`src/rtl/z16_instr_fetch.sv`:
```
`default_nettype none
// ============================================================================
// Module      : z16_instr_fetch
// Description : Z16 instruction-fetch front end. Owns the PC, reads the
//               instruction memory combinationally, and queues
//               {pc, instr} pairs in a small FIFO that feeds decode over
//               a valid/ready handshake. Supports branch redirect and
//               fetch enable.
// Revision    : 1.0 - initial release
// ============================================================================
module z16_instr_fetch #(
    parameter logic [15:0] RESET_PC = 16'h0000,
    parameter int          DEPTH    = 2
) (
    input  logic        i_clk,
    input  logic        i_rst,
    output logic [15:0] o_imem_addr,
    input  logic [15:0] i_imem_instr,
    input  logic        i_fetch_en,
    input  logic        i_redirect,
    input  logic [15:0] i_redirect_pc,
    output logic        o_instr_valid,
    output logic [15:0] o_instr,
    output logic [15:0] o_instr_pc,
    input  logic        i_instr_ready
);

    localparam int c_PTR_W = (DEPTH > 1) ? $clog2(DEPTH) : 1;
    localparam int c_CNT_W = $clog2(DEPTH + 1);

    logic [15:0]        pc_q,     pc_d;
    logic [c_PTR_W-1:0] wr_ptr_q, wr_ptr_d;
    logic [c_PTR_W-1:0] rd_ptr_q, rd_ptr_d;
    logic [c_CNT_W-1:0] count_q,  count_d;
    logic [31:0]        fifo_mem_q [DEPTH];

    logic w_push;
    logic w_pop;
    logic w_unused_redirect_bit0;

    // Bit 0 of the redirect target is forced to zero, so it is never read.
    assign w_unused_redirect_bit0 = i_redirect_pc[0];

    // Head outputs depend only on FIFO state; zeroed when empty.
    assign o_instr_valid = (count_q != '0);
    assign o_instr       = o_instr_valid ? fifo_mem_q[rd_ptr_q][15:0]  : 16'h0000;
    assign o_instr_pc    = o_instr_valid ? fifo_mem_q[rd_ptr_q][31:16] : 16'h0000;
    assign o_imem_addr   = pc_q;

    // Handshake qualifiers; a full FIFO never pushes, even on a same-cycle pop.
    assign w_pop  = o_instr_valid & i_instr_ready;
    assign w_push = i_fetch_en & ~i_redirect & (count_q < c_CNT_W'(DEPTH));

    // Next-state for PC, pointers and occupancy; redirect flushes everything.
    always_comb begin
        pc_d     = pc_q;
        wr_ptr_d = wr_ptr_q;
        rd_ptr_d = rd_ptr_q;
        count_d  = count_q;
        if (i_redirect) begin
            pc_d     = {i_redirect_pc[15:1], 1'b0};
            wr_ptr_d = '0;
            rd_ptr_d = '0;
            count_d  = '0;
        end else begin
            if (w_push) begin
                pc_d     = pc_q + 16'd2;
                wr_ptr_d = wr_ptr_q + c_PTR_W'(1);
            end
            if (w_pop) begin
                rd_ptr_d = rd_ptr_q + c_PTR_W'(1);
            end
            case ({w_push, w_pop})
                2'b10:   count_d = count_q + c_CNT_W'(1);
                2'b01:   count_d = count_q - c_CNT_W'(1);
                default: count_d = count_q;
            endcase
        end
    end

    // Control state registers with synchronous reset.
    always_ff @(posedge i_clk) begin
        if (i_rst) begin
            pc_q     <= RESET_PC;
            wr_ptr_q <= '0;
            rd_ptr_q <= '0;
            count_q  <= '0;
        end else begin
            pc_q     <= pc_d;
            wr_ptr_q <= wr_ptr_d;
            rd_ptr_q <= rd_ptr_d;
            count_q  <= count_d;
        end
    end

    // FIFO storage; contents are don't-care while the slot is not occupied.
    always_ff @(posedge i_clk) begin
        if (!i_rst && w_push) begin
            fifo_mem_q[wr_ptr_q] <= {pc_q, i_imem_instr};
        end
    end

endmodule
`default_nettype wire

```
`config.mk`:
```
export PLATFORM = sky130hd
export DESIGN_NAME = z16_instr_fetch
export DESIGN_NICKNAME = d
export VERILOG_FILES = /design/src/rtl/z16_instr_fetch.sv
export SDC_FILE = /design/constraint.sdc
export NUM_CORES = 1
export LEC_CHECK = 0
export CAP_MARGIN = 20
export CORE_MARGIN = 4
export CORE_UTILIZATION = 42
export DETAILED_ROUTE_END_ITERATION = 12
export GPL_ROUTABILITY_DRIVEN = 0
export PLACE_DENSITY = 0.7
export RECOVER_POWER = 100
export REMOVE_ABC_BUFFERS = 1
export SLEW_MARGIN = 20
export SYNTH_ARGS = -nofsm -noshare
export SYNTH_HDL_FRONTEND = slang
export SYNTH_SLANG_ARGS = --single-unit
```
`constraint.sdc`:
```
create_clock -name i_clk -period 3.8 [get_ports i_clk]
set_clock_uncertainty 0.2 [all_clocks]
set_input_delay 0.57 -clock i_clk [delete_from_list [all_inputs] [get_ports i_clk]]
set_output_delay 0.57 -clock i_clk [all_outputs]
set_load 0.05 [all_outputs]
```
==> results.json, run 1 <==
{
  "worst_pin_slew_ps": 803,
  "drtIter0Drc": 82,
  "port_buffers": 82,
  "finalHoldViolCount": 0,
  "synthCells": 253,
  "final_cell_count_no_fill": 446,
  "endpoint_kind": "flip-flop",
  "cts_tree": "done",
  "synth_top_cell_area_share_pct": 55.4,
  "synth_edf_count": 62,
  "yosysTopAreaCell": "edfxtp_1",
  "antenna_found_initial": 0,
  "hp-class": "flip-flop to flip-flop",
  "die_width_um": 97.5,
  "ir_worst_vdd_uv": 168,
  "cp_max_fo": 28,
  "root_buffer": "clkbuf_8",
  "hpwl_mm": 4.54,
  "yosysSeqAreaShare_pct": 67.3,
  "fin_crit_ps": 3200,
  "power_per_cell_area_mw_per_mm2": 415,
  "holdWs_ps": 314,
  "path_cells": "dlygate4sd3_1 > inv_1 > nand2_1 > nor3b_1 > clkbuf_1",
  "regArea_sq_mm": 0.00226,
  "ctsLongestPathBuffers": 2,
  "rsz0062_at_grt": "no",
  "syn_avg_cell_area_sq_um": 13.3,
  "dp.cells": 430,
  "ys_seq_elements": 82,
  "dieArea_sq_mm": 0.00950,
  "status": "complete, no violations",
  "slew_viol_final": 0,
  "multiInputGateArea_sq_mm": 0.00102,
  "clock-sinks": 82,
  "drtAntennaViolNets": 0,
  "synth.most_common_cell": "edfxtp_1",
  "nFillCells": 651,
  "synth_ff_type": "edfxtp_1",
  "routed_wirelength_mm": 6.72,
  "cts_hold_buf": 0,
  "insertion_delay_ps": 340,
  "reg2reg_slack_ps": 1460,
  "syn2layout_area_growth_pct": 34.2,
  "setup_tns_ps": 0,
  "path_class": "primary input to flip-flop",
  "nNetsFinal": 378,
  "overflow": 0,
  "critPathMaxStageDelay_ps": 670,
  "synth_cell_types": 30,
  "synth.area.top_cells": "edfxtp_1, dfxtp_1, mux2i_1, nor2_1, xnor2_1",
  "final_layout_size_suffix_gt1_share_pct": 7.85,
  "initial_core_util_pct": 43.3,
  "grt_pass1_wl_mm": 10.9,
  "setup_viol": 0,
  "cp_num_buf_inv": 3,
  "remaining_drc_errors": 0,
  "worst_ep_arrival_time_ps": 2980,
  "htree_levels": 3,
  "cts_setup_buffers": 0,
  "via_per_inst": 4.90,
  "fmax_mhz": 313,
  "drv_cap": 0,
  "diodes": 0,
  "max_slew_margin_pct": 46.4,
  "synthArstFlopShare_pct": 0,
  "fin_crit_sh_pct": 84.2,
  "cts_buffers": 9,
  "critPathTopFamily": "buffers and inverters",
  "crit_slowest_cell": "dlygate4sd3_1",
  "ctsResizeCount": 0,
  "power_leakage_nw": 1.58,
  "die_y_um": 97.5,
  "clk_pin_slew_ps": 80,
  "start_kind": "primary input",
  "wl_per_cell_um": 15.1,
  "grt_pass1_vias": 2179,
  "pin_count": 86,
  "grtUsageTotal_pct": 14.6,
  "drt_first_pass_iters": 4,
  "synth.top_cells.by_count": "edfxtp_1, nor2_1, mux2i_1",
  "via_count": 2184,
  "cp.required_ps": 3580,
  "synth.cell_area_sq_mm": 0.00336,
  "ys_warn_count": 0,
  "num_rows": 32,
  "core_area_sq_mm": 0.00777,
  "grt_max_degree": 32
}
==> flip-flops by register name, summed over array words and instances, names as in the netlist, named ones only <==
signal / flops
fifo_mem_q: 62
o_imem_addr: 15
count_q: 2
rd_ptr_q: 1
wr_ptr_q: 1
==> power by group <==
part / leakage (nW) / total, mW / internal [mW] / switching (mW)
Sequential: 0.732 / 1.02 / 0.990 / 0.0255
Combinational: 0.752 / 0.231 / 0.0864 / 0.145
Clock: 0.0962 / 0.623 / 0.308 / 0.315
==> worst reg2reg max path, cell delays in order (launching register included) <==
cell and delay [ps]:
dfxtp_1 370, nor2b_1 380, nand2_1 190, nor3b_1 310, clkbuf_1 530
==> per-layer routing <==
metal | part of all wire (%) | GRT usage, % | up-vias
met5 | 0 | 0 | -
met4 | 1.3 | 6.28 | 0
met3 | 5.2 | 3.37 | 10
met2 | 47 | 23.0 | 64
met1 | 47 | 19.4 | 1031
li1 | - | - | 1079
==> cell usage in the layout, fill, tap and decap left out, drive strengths merged, types with 4 or more instances in the layout <==
cell type      count
a211oi            11
a21oi              4
buf                5
clkbuf            11
clkdlybuf4s50     18
dfxtp             20
dlygate4sd3       64
edfxtp            62
inv                7
mux2i             31
nand2             10
nand4              5
nor2              45
nor3               8
nor4               6
xnor2             14
xor2               5
==> path summary, 6_finish.rpt <==
path / from / end / cells past startpoint
min: o_imem_addr[15] / fifo_mem_q[1][31] / 0
min reg2reg: o_imem_addr[15] / fifo_mem_q[1][31] / 0
max reg2reg: count_q[1] / fifo_mem_q[1][1] / 4
max: i_redirect / fifo_mem_q[1][1] / 5
==> per-stage QoR <==
| step | setup WS, ps | total power, mW | util [%] | area (sq um) |
|---|---|---|---|---|
| 2_1_floorplan | -230 | 1.17 | - | 3300 |
| 3_5_place_dp | 627 | 1.28 | 55.7 | 4320 |
| 5_1_grt | 312 | 1.95 | 58.1 | 4510 |
| 3_3_place_gp | 696 | 1.28 | 55.7 | 4320 |
| 4_1_cts | 657 | 1.90 | 58.2 | 4520 |
| 6_report | 601 | 1.87 | 58.1 | 4510 |
==> layout make-up <==
class                           instances  area share [%]
Inverter                                5           0.416
Sequential cell                        82            50.2
Tap cell                              102            2.83
Clock inverter                          7            1.69
Timing Repair Buffer                   89            19.5
Multi-Input combinational cell        152            22.6
Clock buffer                            9            2.75
==> logic make-up (layout without fill, tap and decap cells) <==
| logic type | after synthesis | in the layout | share of synthesized area [%] |
|---|---|---|---|
| flip-flops | 82 | 82 | 67.3 |
| AND/OR/NAND/NOR | 81 | 81 | 11.5 |
| multiplexers | 32 | 32 | 9.57 |
| buffers and inverters | 20 | 110 | 2.57 |
| XOR/XNOR | 19 | 19 | 4.95 |
| AO/OA/AOI/OAI | 16 | 16 | 3.28 |
| adder cells (fa/ha/maj) | 2 | 2 | 0.744 |
| other | 1 | 2 | 0.112 |
(Power assumes the default switching activity.)
==> inputs of run 2 (changes only) <==
- clock period: 3.8 -> 2.7 ns (I/O delays scaled with it)
==> results.json, run 2 (synthesized netlist as in run 1, its figures left out) <==
{
  "diodes": 0,
  "rsz0062_at_grt": "no",
  "pwr-share-clk_pct": 35.9,
  "cts_setup_buffers": 0,
  "start_kind": "flip-flop",
  "via_per_inst": 4.88,
  "port_buffers": 82,
  "overflow": 0,
  "power_leakage_nw": 1.51,
  "dp.cells": 436,
  "final_common_cell": "edfxtp_1",
  "crit_path_frequent_cell": "nor2_1",
  "worst_pin_slew_ps": 699,
  "clock-sinks": 82,
  "die_width_um": 97.5,
  "slew_viol_final": 0,
  "initial_core_util_pct": 43.3,
  "worst_ep_arrival_time_ps": 1950,
  "setup_tns_ps": 0,
  "remaining_drc_errors": 0,
  "pin_count": 86,
  "grt_pass1_vias": 2100,
  "final_cell_count_no_fill": 452,
  "p_sw_mw": 0.687,
  "fin_crit_ps": 2550,
  "grt_pass1_wl_mm": 10.7,
  "drtAntennaViolNets": 0,
  "holdWs_ps": 320,
  "wl_per_cell_um": 15.0,
  "p_comb_share_pct": 11.9,
  "status": "complete, no violations",
  "final_layout_size_suffix_gt1_share_pct": 12.9,
  "grtUsageTotal_pct": 14.5,
  "hpwl_mm": 4.67,
  "path_cells": "nor2_1 > buf_4 > nor2_1 > clkdlybuf4s50_1",
  "dieArea_sq_mm": 0.00950,
  "p_sw_share_pct": 25.2,
  "endpoint_kind": "primary output",
  "cts_hold_buf": 0,
  "cts_tree": "done",
  "num_rows": 32,
  "hp-class": "flip-flop to flip-flop",
  "root_buffer": "clkbuf_8",
  "internal-power_mw": 2.04,
  "drtIter0Drc": 88,
  "layout_common_cells": "edfxtp_1, nor2_1, dlygate4sd3_1",
  "htree_levels": 3,
  "finalHoldViolCount": 0,
  "max_slew_margin_pct": 53.4,
  "cp.required_ps": 2100,
  "clk_pin_slew_ps": 80,
  "largest_reg_flops": 62,
  "fmax_mhz": 391,
  "pre_cts_ws_ps": 326,
  "fin_util_pct": 56.6,
  "setup_viol": 0,
  "power_per_cell_area_mw_per_mm2": 620,
  "routed_wirelength_mm": 6.78,
  "total_power_mw": 2.73,
  "cp_max_fo": 9,
  "critPathMaxStageDelay_ps": 810,
  "grt_max_degree": 28,
  "ir_worst_vdd_uv": 321,
  "via_count": 2204,
  "syn2layout_area_growth_pct": 30.8,
  "regMostFlops": "fifo_mem_q",
  "insertion_delay_ps": 340,
  "core_area_sq_mm": 0.00777,
  "cts_buffers": 9,
  "placed_cell_area_sq_mm": 0.00434,
  "power_frac_seq_pct": 52.2,
  "crit_slowest_cell": "clkdlybuf4s50_1",
  "drt_first_pass_iters": 5,
  "path_class": "flip-flop to primary output",
  "postLayoutCellArea_sq_mm": 0.00440,
  "nNetsFinal": 384,
  "antenna_found_initial": 0,
  "ctsLongestPathBuffers": 2,
  "worst_slack_ps": 145,
  "fin_crit_sh_pct": 94.6,
  "die_y_um": 97.5,
  "drv_cap": 0
}
run 2: area by class of cell:
class,count,area (sq um)
fillers,682,3370
flip-flops and latches,82,2270
multi-input cells,152,997
repair buffers,95,762
well taps,102,128
clock buffers,9,124
clock inverters,7,101
inverters,5,18.8
run 2: metal layers:
metal,vias to the layer above,track usage [%],wire length (um)
met5,-,0,0
met4,0,6.07,71
met3,7,3.37,319
met2,70,23.3,3230
met1,1034,18.8,3160
li1,1093,-,-
run 2: timing repair:
action / CTS / global route
resized for setup: 3 / 8
setup endpoints to repair: 3 / 10
gates cloned: 0 / 0
run 2: final timing paths:
kind	to	startpoint	slack, ps	depth (start not counted)
worst max register to register	fifo_mem_q[1][9]	count_q[1]	570	4
worst min-delay path	fifo_mem_q[0][31]	o_imem_addr[15]	320	0
worst min register to register	fifo_mem_q[0][31]	o_imem_addr[15]	320	0
worst max-delay path	o_instr[15]	count_q[1]	150	4
run 2: power groups by stage:
stage	logic, mW	registers (mW)	clock network, mW
finish	0.326	1.42	0.978
global route	0.349	1.43	1.06
CTS	0.357	1.43	1.00
detailed placement	0.357	1.45	0
global placement	0.353	1.45	0
floorplan	0.141	1.51	0
run 2: critical path, delay by kind of cell, from the launching register on:
| family | cells | cell delay [ps] |
|---|---|---|
| buf+inv | 2 | 990 |
| flops | 1 | 410 |
| simple gates | 2 | 210 |
